$ cat config.mk
export PLATFORM = sky130hd
export DESIGN_NAME = insn_queue
export DESIGN_NICKNAME = d
export VERILOG_FILES = /design/src/rtl/insn_queue.sv
export SDC_FILE = /design/constraint.sdc
export NUM_CORES = 1
export LEC_CHECK = 0
export CORE_MARGIN = 3
export CORE_UTILIZATION = 30
export DETAILED_ROUTE_END_ITERATION = 8
export HOLD_SLACK_MARGIN = 0.05
export PLACE_DENSITY = 0.54
export SYNTH_ARGS = -nofsm -noshare
export SYNTH_HDL_FRONTEND = slang
export SYNTH_SLANG_ARGS = --single-unit
$ cat constraint.sdc
create_clock -name clk -period 6.5 [get_ports clk]
set_input_delay 0.975 -clock clk [delete_from_list [all_inputs] [get_ports clk]]
set_output_delay 0.975 -clock clk [all_outputs]
set_load 0.05 [all_outputs]
$ cat src/rtl/insn_queue.sv
// Instruction queue between the fetch frontend and instruction decode.
// Circular buffer of D entries, FW push lanes in and IW head lanes out.
// Head outputs come from registered state only, so a pushed entry becomes
// visible one cycle later and id_pop_cnt never feeds the id_* outputs.

`ifndef NCPU_INSN_DW
`define NCPU_INSN_DW 32
`endif
`ifndef PC_W
`define PC_W 32
`endif
`ifndef FNT_EXC_W
`define FNT_EXC_W 4
`endif
`ifndef BPU_UPD_W
`define BPU_UPD_W 8
`endif

module insn_queue #(
    parameter int CONFIG_P_ISSUE_WIDTH = 1,
    parameter int CONFIG_P_FETCH_WIDTH = 1,
    parameter int CONFIG_P_IQ_DEPTH    = 3,
    localparam int IW       = 1 << CONFIG_P_ISSUE_WIDTH,
    localparam int FW       = 1 << CONFIG_P_FETCH_WIDTH,
    localparam int INS_W    = `NCPU_INSN_DW,
    localparam int PC_WD    = `PC_W,
    localparam int EXC_W    = `FNT_EXC_W,
    localparam int BPU_W    = `BPU_UPD_W
) (
    input  logic                            clk,
    input  logic                            rst,
    input  logic                            flush,
    input  logic [FW-1:0]                   iq_push_valid,
    input  logic [FW*INS_W-1:0]             iq_ins,
    input  logic [FW*PC_WD-1:0]             iq_pc,
    input  logic [FW*EXC_W-1:0]             iq_exc,
    input  logic [FW*BPU_W-1:0]             iq_bpu_upd,
    output logic                            iq_ready,
    output logic [IW-1:0]                   id_valid,
    output logic [IW*INS_W-1:0]             id_ins,
    output logic [IW*PC_WD-1:0]             id_pc,
    output logic [IW*EXC_W-1:0]             id_exc,
    output logic [IW*BPU_W-1:0]             id_bpu_upd,
    input  logic [CONFIG_P_ISSUE_WIDTH:0]   id_pop_cnt
);

    localparam int PW = CONFIG_P_IQ_DEPTH;
    localparam int CW = PW + 1;
    localparam int D  = 1 << PW;

    typedef struct packed {
        logic [INS_W-1:0] ins;
        logic [PC_WD-1:0] pc;
        logic [EXC_W-1:0] exc;
        logic [BPU_W-1:0] bpu_upd;
    } entry_t;

    entry_t          mem [D];
    entry_t          push_lane [FW];
    logic [PW-1:0]   rptr;
    logic [PW-1:0]   wptr;
    logic [CW-1:0]   count;
    logic [CW-1:0]   free;
    logic [CW-1:0]   push_n;
    logic [CW-1:0]   push_amt;
    logic [CW-1:0]   pop_req;
    logic [CW-1:0]   pop_n;
    logic            push_en;

    // Free-slot check and push/pop amounts, all from pre-update occupancy.
    // NOTE: every always_comb output gets a default first so no latch is inferred.
    always_comb begin
        free     = CW'(D) - count;
        iq_ready = (free >= CW'(FW));
        push_en  = iq_ready && !flush;
        push_n   = '0;
        for (int k = 0; k < FW; k++) begin
            push_n = push_n + CW'(iq_push_valid[k]);
        end
        push_amt = push_en ? push_n : '0;
        pop_req  = CW'(id_pop_cnt);
        pop_n    = (pop_req < count) ? pop_req : count;
    end

    // Unpack the push lanes into entry records.
    always_comb begin
        for (int k = 0; k < FW; k++) begin
            push_lane[k].ins     = iq_ins[k*INS_W +: INS_W];
            push_lane[k].pc      = iq_pc[k*PC_WD +: PC_WD];
            push_lane[k].exc     = iq_exc[k*EXC_W +: EXC_W];
            push_lane[k].bpu_upd = iq_bpu_upd[k*BPU_W +: BPU_W];
        end
    end

    // Pointer and occupancy register; reset beats flush, flush beats traffic.
    // NOTE: sequential state uses non-blocking assignments so every flop samples pre-edge values.
    always_ff @(posedge clk) begin
        if (rst) begin
            rptr  <= '0;
            wptr  <= '0;
            count <= '0;
        end else if (flush) begin
            rptr  <= '0;
            wptr  <= '0;
            count <= '0;
        end else begin
            rptr  <= rptr + PW'(pop_n);
            wptr  <= wptr + PW'(push_amt);
            count <= count + push_amt - pop_n;
        end
    end

    // Payload write of lanes 0..push_n-1 at consecutive slots from wptr.
    // NOTE: payload storage has no reset; id_valid qualifies every output lane.
    always_ff @(posedge clk) begin
        if (!rst && push_en) begin
            for (int k = 0; k < FW; k++) begin
                if (CW'(k) < push_n) begin
                    mem[wptr + PW'(k)] <= push_lane[k];
                end
            end
        end
    end

    // Head lanes read straight from storage at rptr+i (pointer arithmetic wraps mod D).
    for (genvar i = 0; i < IW; i++) begin : g_head
        entry_t head;
        assign head                          = mem[rptr + PW'(i)];
        assign id_valid[i]                   = (count > CW'(i));
        assign id_ins[i*INS_W +: INS_W]      = head.ins;
        assign id_pc[i*PC_WD +: PC_WD]       = head.pc;
        assign id_exc[i*EXC_W +: EXC_W]      = head.exc;
        assign id_bpu_upd[i*BPU_W +: BPU_W]  = head.bpu_upd;
    end

endmodule

==> results of run 1 <==
[worst min-delay path by stage]
| stage | startpoint | endpoint | slack, ns | depth (start not counted) |
|---|---|---|---|---|
| 6_report | wptr[2] | wptr[2] | 0.69 | 2 |
| 5_1_grt | wptr[2] | wptr[2] | 0.76 | 2 |
| 4_1_cts | wptr[2] | wptr[2] | 0.69 | 2 |
| 3_5_place_dp | wptr[2] | wptr[2] | 0.68 | 2 |
| 3_3_place_gp | wptr[2] | wptr[2] | 0.68 | 2 |
| 2_1_floorplan | rptr[0] | rptr[0] | 0.58 | 2 |
[sequential cells by signal (all words and copies together) (netlist names)]
name / cells
wptr: 3
rptr: 3
count: 4
mem: 608
[cell usage after synthesis, types with 2 or more instances]
cell type    n  share of area, %
nand2b_1     3             0.053
a31oi_1      2             0.035
o2111ai_1    8              0.20
and2_1       5             0.088
buf_1       27              0.29
dfxtp_1     10              0.57
nor2_1      19              0.20
mux4_2     304                19
nor3_1       5             0.071
a21oi_1      8              0.11
clkbuf_1    50              0.53
edfxtp_1   608                52
mux2_2     757                24
nand2_1      5             0.053
ha_1        18              0.64
o21ai_0      5             0.071
nor3b_1      3             0.064
xnor2_1      4             0.099
buf_2       76               1.1
nor4b_1      2             0.049
inv_1       14              0.15
fa_1         3              0.17
xor2_1       5              0.12
mux2_1       3             0.095
[stage by stage]
step | power [W] | hold slack, ns | utilization, %
CTS | 0.0158 | 0.689 | 37.1
global placement | 0.0112 | 0.678 | 34.8
detailed placement | 0.0112 | 0.676 | 34.8
finish | 0.0156 | 0.692 | 37.1
global route | 0.0162 | 0.764 | 37.1
floorplan | 0.00907 | 0.578 | -
[logic make-up (layout without fill, tap and decap cells)]
group           count (synthesis)  after routing  share of synthesized area [%]
mux                          1064           1064                           43.5
flops                         618            618                           52.1
buf+inv                       167            533                           2.04
simple gates                   48             48                          0.707
compound gates                 30             30                          0.629
fa+ha+maj                      21             21                          0.805
xor+xnor                        9              9                          0.223
other cells                     0              5                              0
[power groups by stage]
stage	logic, W	registers, W	clock network (W)
final	0.00634	0.00470	0.00456
after global routing	0.00668	0.00471	0.00484
after CTS	0.00645	0.00470	0.00468
after detailed placement	0.00642	0.00478	0
after global placement	0.00640	0.00477	0
after floorplan	0.00434	0.00473	0
[worst max-delay path: stages (launching register included)]
cell and delay (ns):
dfxtp_4 0.41, buf_4 0.57, buf_4 0.77, mux4_2 0.59
mux2_2 0.27, clkdlybuf4s50_1 0.74
[per-layer routing]
metal	part of all wire, %	wire length [um]	up-vias
met5	0.057	65	-
met4	2.6	2940	10
met3	5.0	5690	165
met2	53	60000	576
met1	39	44700	11200
li1	-	-	8852
[cell type report]
type                       count  area [sq um]
inverter                      14          52.6
antenna                        5          12.5
clock buffer                 105          2200
fill                       10800         73400
sequential                   618         18500
clock inverter                45           504
tap                         1524          1910
multi-input combinational   1172         16500
timing repair buffer         369          3680
==> results.md, run 1 <==
- Outcome: finished, final reports clean
- Fmax: 0.194 GHz
- Die Area: approximately 120,000 sq um
- # setup viols final: 0
- Initial antenna violation count: 13
- Critical path launch point type: register
- CTS tree: yes
- Met3 Use GR: under 10%
- First-pass GRT wire length: about 160 mm
- Row count: around 130
- Setup WS post-layout: about 1.4 ns
- Reg-to-reg startpoint: count[0]
- Worst-margin pin slew: roughly 1.1 ns
- HP Class: reg -> reg
- DP Worst Slack: roughly 1.9 ns
- DR iter-0 viols: around 1.5k
- Initial Util: a little under a third
- Crit-path max FO: between 50 and 60
- PwrDens: ~360 nW/um^2
- Reg-to-reg slack, setup: 2.59 ns
- DR vias: about 21k
- Cell Count, Final, Fillers Out: 3,852
- Setup repair after global routing missed its margin: no
- I/O Pins: about 310
- Largest net degree at the start of global routing: ~110
- Mapped cell area: between 30,000 and 40,000 sq um
- Most frequent cells in the layout: mux2_2 (757), edfxtp_1 (608), clkdlybuf4s50_1 (313)
- Clock Path Buffers: 3
- WL/cell: 29.5 um
- Netlist cell types: 37
- Vias in the first global route: around 23k
- Max Cap Viol: 0
- GR Util met1: ~22%
- Final nets: between 2k and 2.5k
- Synth Area per Inst: 18.1 sq um
- Slew HR: approximately a quarter
- Clock network fraction of design power: a little under 30%
- Synth async-reset ratio: 0%
- Critical Path Sink: id_ins[44]
- Drt first pass iters: 5
- Post-CTS Setup Repair Bufs: 0
- Internal Power: between 0.009 and 0.01 W
- Slew Limit Fails: 0
- Fin crit period: ~5.1 ns
- Yosys warning count: 0
- Area of the core: 117,000 sq um
- Cell count after placement: around 3.7k
- H-Tree Depth: 3
- Crit. Startpoint: rptr[0]
- IO buf count: around 310
- Syn_nets: roughly 2.1k
- Combinational cell fraction of total power: just over 40%
- Post-DP HPWL: ~66 mm
- Root buffer cell: clkbuf_16
- Residual DRC: 0
- CP Data Required Time: roughly 5.5 ns
- Worst VDD drop: 0.250 mV
- Commonest non-fill, non-tap cell in the layout: mux2_2
- Syn-to-layout area delta: 22.3%
- Tcrit/Tclk final: between 70% and 80%
- Sequential share of the synthesized area: 52.1%
- Critical setup path kind: reg -> out
- Clock Sink Count: 618
- Setup TNS: 0 ns
- Final std cell area, no fill: 43,300 sq um
- Final wirelength: approximately 110 mm
- WP data arrival: approximately 4.2 ns
- Switching share of power: between 30% and 40%
- Clk_skew: roughly 0.022 ns
- Die Height: between 300 and 400 um
- Worst-path clk slew: approximately 0.06 ns
- Final hold vios: 0
- Routability cong.: 0.731
- Routed Antenna Nets: 0
- Die W: 350 um
- GRT Util Overall: a little under a fifth
- Grt peak-use layer: met2
- Worst-skew pair later-pin latency: about 0.65 ns
- #FFs+latches synth: between 600 and 700
- Cells after synthesis: 1,957
- CTS Hold Bufs: 0
- Part of the power in registers: 30.1%
- CTS buffer count: 81
- R2R Path End: mem[0][50]
- Post-DP Area: ~41,000 sq um
- CTS resizes: 0
- Ratio of cells with drive above 1 in the final layout: a little over half
- GRT overflow: 0
- Top FF cell, synth: edfxtp_1
- Vias per inst: 5.39
- Met2 GRT Util: 33.8%
- R2R depth: 8
- NetSw: between 0.005 and 0.006 W
- Lkg Pwr: 13.5 nW
- Critical Path End Type: output port
- Post-synth EDFFs: ~600
Note: power is estimated with default switching activity, not from simulation.
==> run 2, diff against run 1 <==
--- a/config.mk
+++ b/config.mk
@@ -9,7 +9,7 @@
 export CORE_UTILIZATION = 30
 export DETAILED_ROUTE_END_ITERATION = 8
 export HOLD_SLACK_MARGIN = 0.05
-export PLACE_DENSITY = 0.54
+export PLACE_DENSITY = 0.56
 export SYNTH_ARGS = -nofsm -noshare
 export SYNTH_HDL_FRONTEND = slang
 export SYNTH_SLANG_ARGS = --single-unit
==> constraint.sdc (replaced) <==
create_clock -name clk -period 4.1 [get_ports clk]
set_input_delay 0.615 -clock clk [delete_from_list [all_inputs] [get_ports clk]]
set_output_delay 0.615 -clock clk [all_outputs]
set_load 0.05 [all_outputs]
==> results.md, run 2 (synthesis results as in run 1) <==
- Final wirelength: 111 mm (was 113 mm)
- Post-DP Area: 40,800 sq um (was 40,600 sq um)
- Die W: 350 um (unchanged)
- Cell count after placement: 3,710 (was 3,697)
- HP Class: reg -> reg (unchanged)
- WP data arrival: 3.33 ns (was 4.17 ns)
- Largest registers: mem (608), count (4) (unchanged)
- Critical path launch point type: register (unchanged)
- Critical setup path kind: reg -> out (unchanged)
- Die Height: 350 um (unchanged)
- Outcome: finished, final reports clean (unchanged)
- Power consumption: 0.0243 W (was 0.0156 W)
- Final nets: 2,446 (was 2,436)
- Worst-skew pair later-pin latency: 0.65 ns (about the same)
- Clock Sink Count: 618 (unchanged)
- CP Data Required Time: 3.48 ns (was 5.52 ns)
- Max Cap Viol: 0 (unchanged)
- Vias per inst: 5.37 (was 5.39)
- Filler cells: 10.8k (about the same)
- H-Tree Depth: 3 (unchanged)
- GRT Util Overall: 18.1% (was 18.5%)
- IO buf count: 313 (unchanged)
- Ratio of cells with drive above 1 in the final layout: 57.6% (was 54.2%)
- First-pass GRT wire length: 161 mm (was 164 mm)
- Routed Antenna Nets: 0 (unchanged)
- Clock Path Buffers: 3 (unchanged)
- I/O Pins: 314 (unchanged)
- Lkg Pwr: 13.7 nW (was 13.5 nW)
- Critical Path End Type: output port (unchanged)
- Worst VDD drop: 0.441 mV (was 0.250 mV)
- Min Hold Slack: 0.709 ns (was 0.692 ns)
- DR vias: 20.7k (was 20.8k)
- GRT overflow: 0 (unchanged)
- Cell Count, Final, Fillers Out: 3,857 (was 3,852)
- CTS Hold Bufs: 0 (unchanged)
- Setup repair after global routing missed its margin: no (unchanged)
- CTS tree: yes (unchanged)
- Most frequent cells in the layout: mux2_2 (757), edfxtp_1 (608), mux4_2 (304) (was mux2_2 (757), edfxtp_1 (608), clkdlybuf4s50_1 (313))
- Row count: 125 (unchanged)
- Worst-path clk slew: 0.05 ns (was 0.06 ns)
- Worst-margin pin slew: 0.758 ns (was 1.11 ns)
- Post-CTS Setup Repair Bufs: 0 (unchanged)
- Routability cong.: 0.799 (was 0.731)
- Fin crit period: approximately 4 ns
- Drt first pass iters: 5 (unchanged)
- Root buffer cell: clkbuf_16 (unchanged)
- Crit-path max FO: 18 (was 54)
- Tcrit/Tclk final: roughly 96%
- Area of the core: 117,000 sq um (unchanged)
- Largest net degree at the start of global routing: 77 (was 105)
- Slew HR: 49.4% (was 26.1%)
- Syn-to-layout area delta: 22.3% (about the same)
- # setup viols final: 0 (unchanged)
- WL/cell: 28.8 um (was 29.5 um)
- Final std cell area, no fill: 43,300 sq um (about the same)
- DR iter-0 viols: 1,403 (was 1,515)
- Initial Util: 30.4% (unchanged)
- Post-DP HPWL: 64.1 mm (was 66.5 mm)
- CTS buffer count: 78 (was 81)
- Final hold vios: 0 (unchanged)
- Die Area: 122,000 sq um (unchanged)
- Commonest non-fill, non-tap cell in the layout: mux2_2 (unchanged)
- Clk_skew: 0.0245 ns (was 0.0223 ns)
- Worst path max stage delay: 0.72 ns (was 0.77 ns)
- Slew Limit Fails: 0 (unchanged)
- CP Cell Sequence: buf_12 -> buf_4 -> mux4_2 -> mux2_2 -> clkdlybuf4s50_1 (was buf_4 -> buf_4 -> mux4_2 -> mux2_2 -> clkdlybuf4s50_1)
- Crit-path slowest cell: clkdlybuf4s50_1 (was buf_4)
- Vias in the first global route: 23.0k (about the same)
- PwrDens: 561 nW/um^2 (was 360 nW/um^2)
- Number of flip-flops in the largest register: 608 (unchanged)
- Initial antenna violation count: 10 (was 13)
- Most flops, register: mem (unchanged)
- Fmax: 0.254 GHz
- Residual DRC: 0 (unchanged)
run 2: changes by cell type in the layout (fill, tap and decap cells not counted), sizes merged:
| cell | before | now |
|---|---|---|
| clkbuf | 105 | 93 |
| inv | 19 | 16 |
| clkdlybuf4s50 | 313 | 237 |
| diode | 5 | 6 |
| bufinv | 9 | 6 |
| clkinvlp | 2 | 3 |
| buf | 56 | 145 |
| clkinv | 29 | 37 |
run 2: area by class of cell:
| class | count | area, sq um | area share (%) |
|---|---|---|---|
| clock inverter | 48 | 419 | 0.968 |
| inverter | 14 | 52.6 | 0.121 |
| antenna | 6 | 15.0 | 0.0347 |
| timing repair buffer | 382 | 3900 | 9.01 |
| clock buffer | 93 | 2070 | 4.78 |
| tap | 1524 | 1910 | 4.40 |
| multi-input combinational | 1172 | 16500 | 38.0 |
| sequential | 618 | 18500 | 42.6 |
run 2: final timing paths:
kind                                from         end  slack [ns]  cells past startpoint
worst max-delay path             rptr[1]  id_ins[28]        0.16                      5
worst min register to register   wptr[2]     wptr[2]        0.71                      2
worst max register to register  count[0]  mem[1][61]        0.81                      8
worst min-delay path             wptr[2]     wptr[2]        0.71                      2
run 2: repair_timing:
item,in CTS,in global routing
endpoints found under the hold margin,0,0
setup endpoints to repair,0,2
resized for setup,0,1
run 2: critical path, delay by kind of cell (launching register included):
family | cells | cell delay (ns)
buf+inv | 3 | 1.23
mux | 2 | 0.85
flops | 1 | 0.58
run 2: layer usage:
metal | GRT usage [%] | part of all wire, %
met5 | 0 | 0.012
met4 | 5.09 | 2.5
met3 | 2.76 | 3.8
met2 | 32.7 | 53
met1 | 22.3 | 41
run 2: where the power goes:
group / leakage, nW / switching (W) / internal [W]
sequential: 5.57 / 0.000198 / 0.00726
clock: 1.21 / 0.00275 / 0.00398
combinational: 6.89 / 0.00600 / 0.00411
run 2: per-stage QoR:
step           util, %  setup TNS, ns  worst slack [ns]
3_5_place_dp      35.0              0             0.611
5_1_grt           37.1              0           0.00225
3_3_place_gp      35.0              0             0.627
2_1_floorplan        -        -603.44             -1.13
4_1_cts           37.1              0            0.0327
6_report          37.1              0             0.156
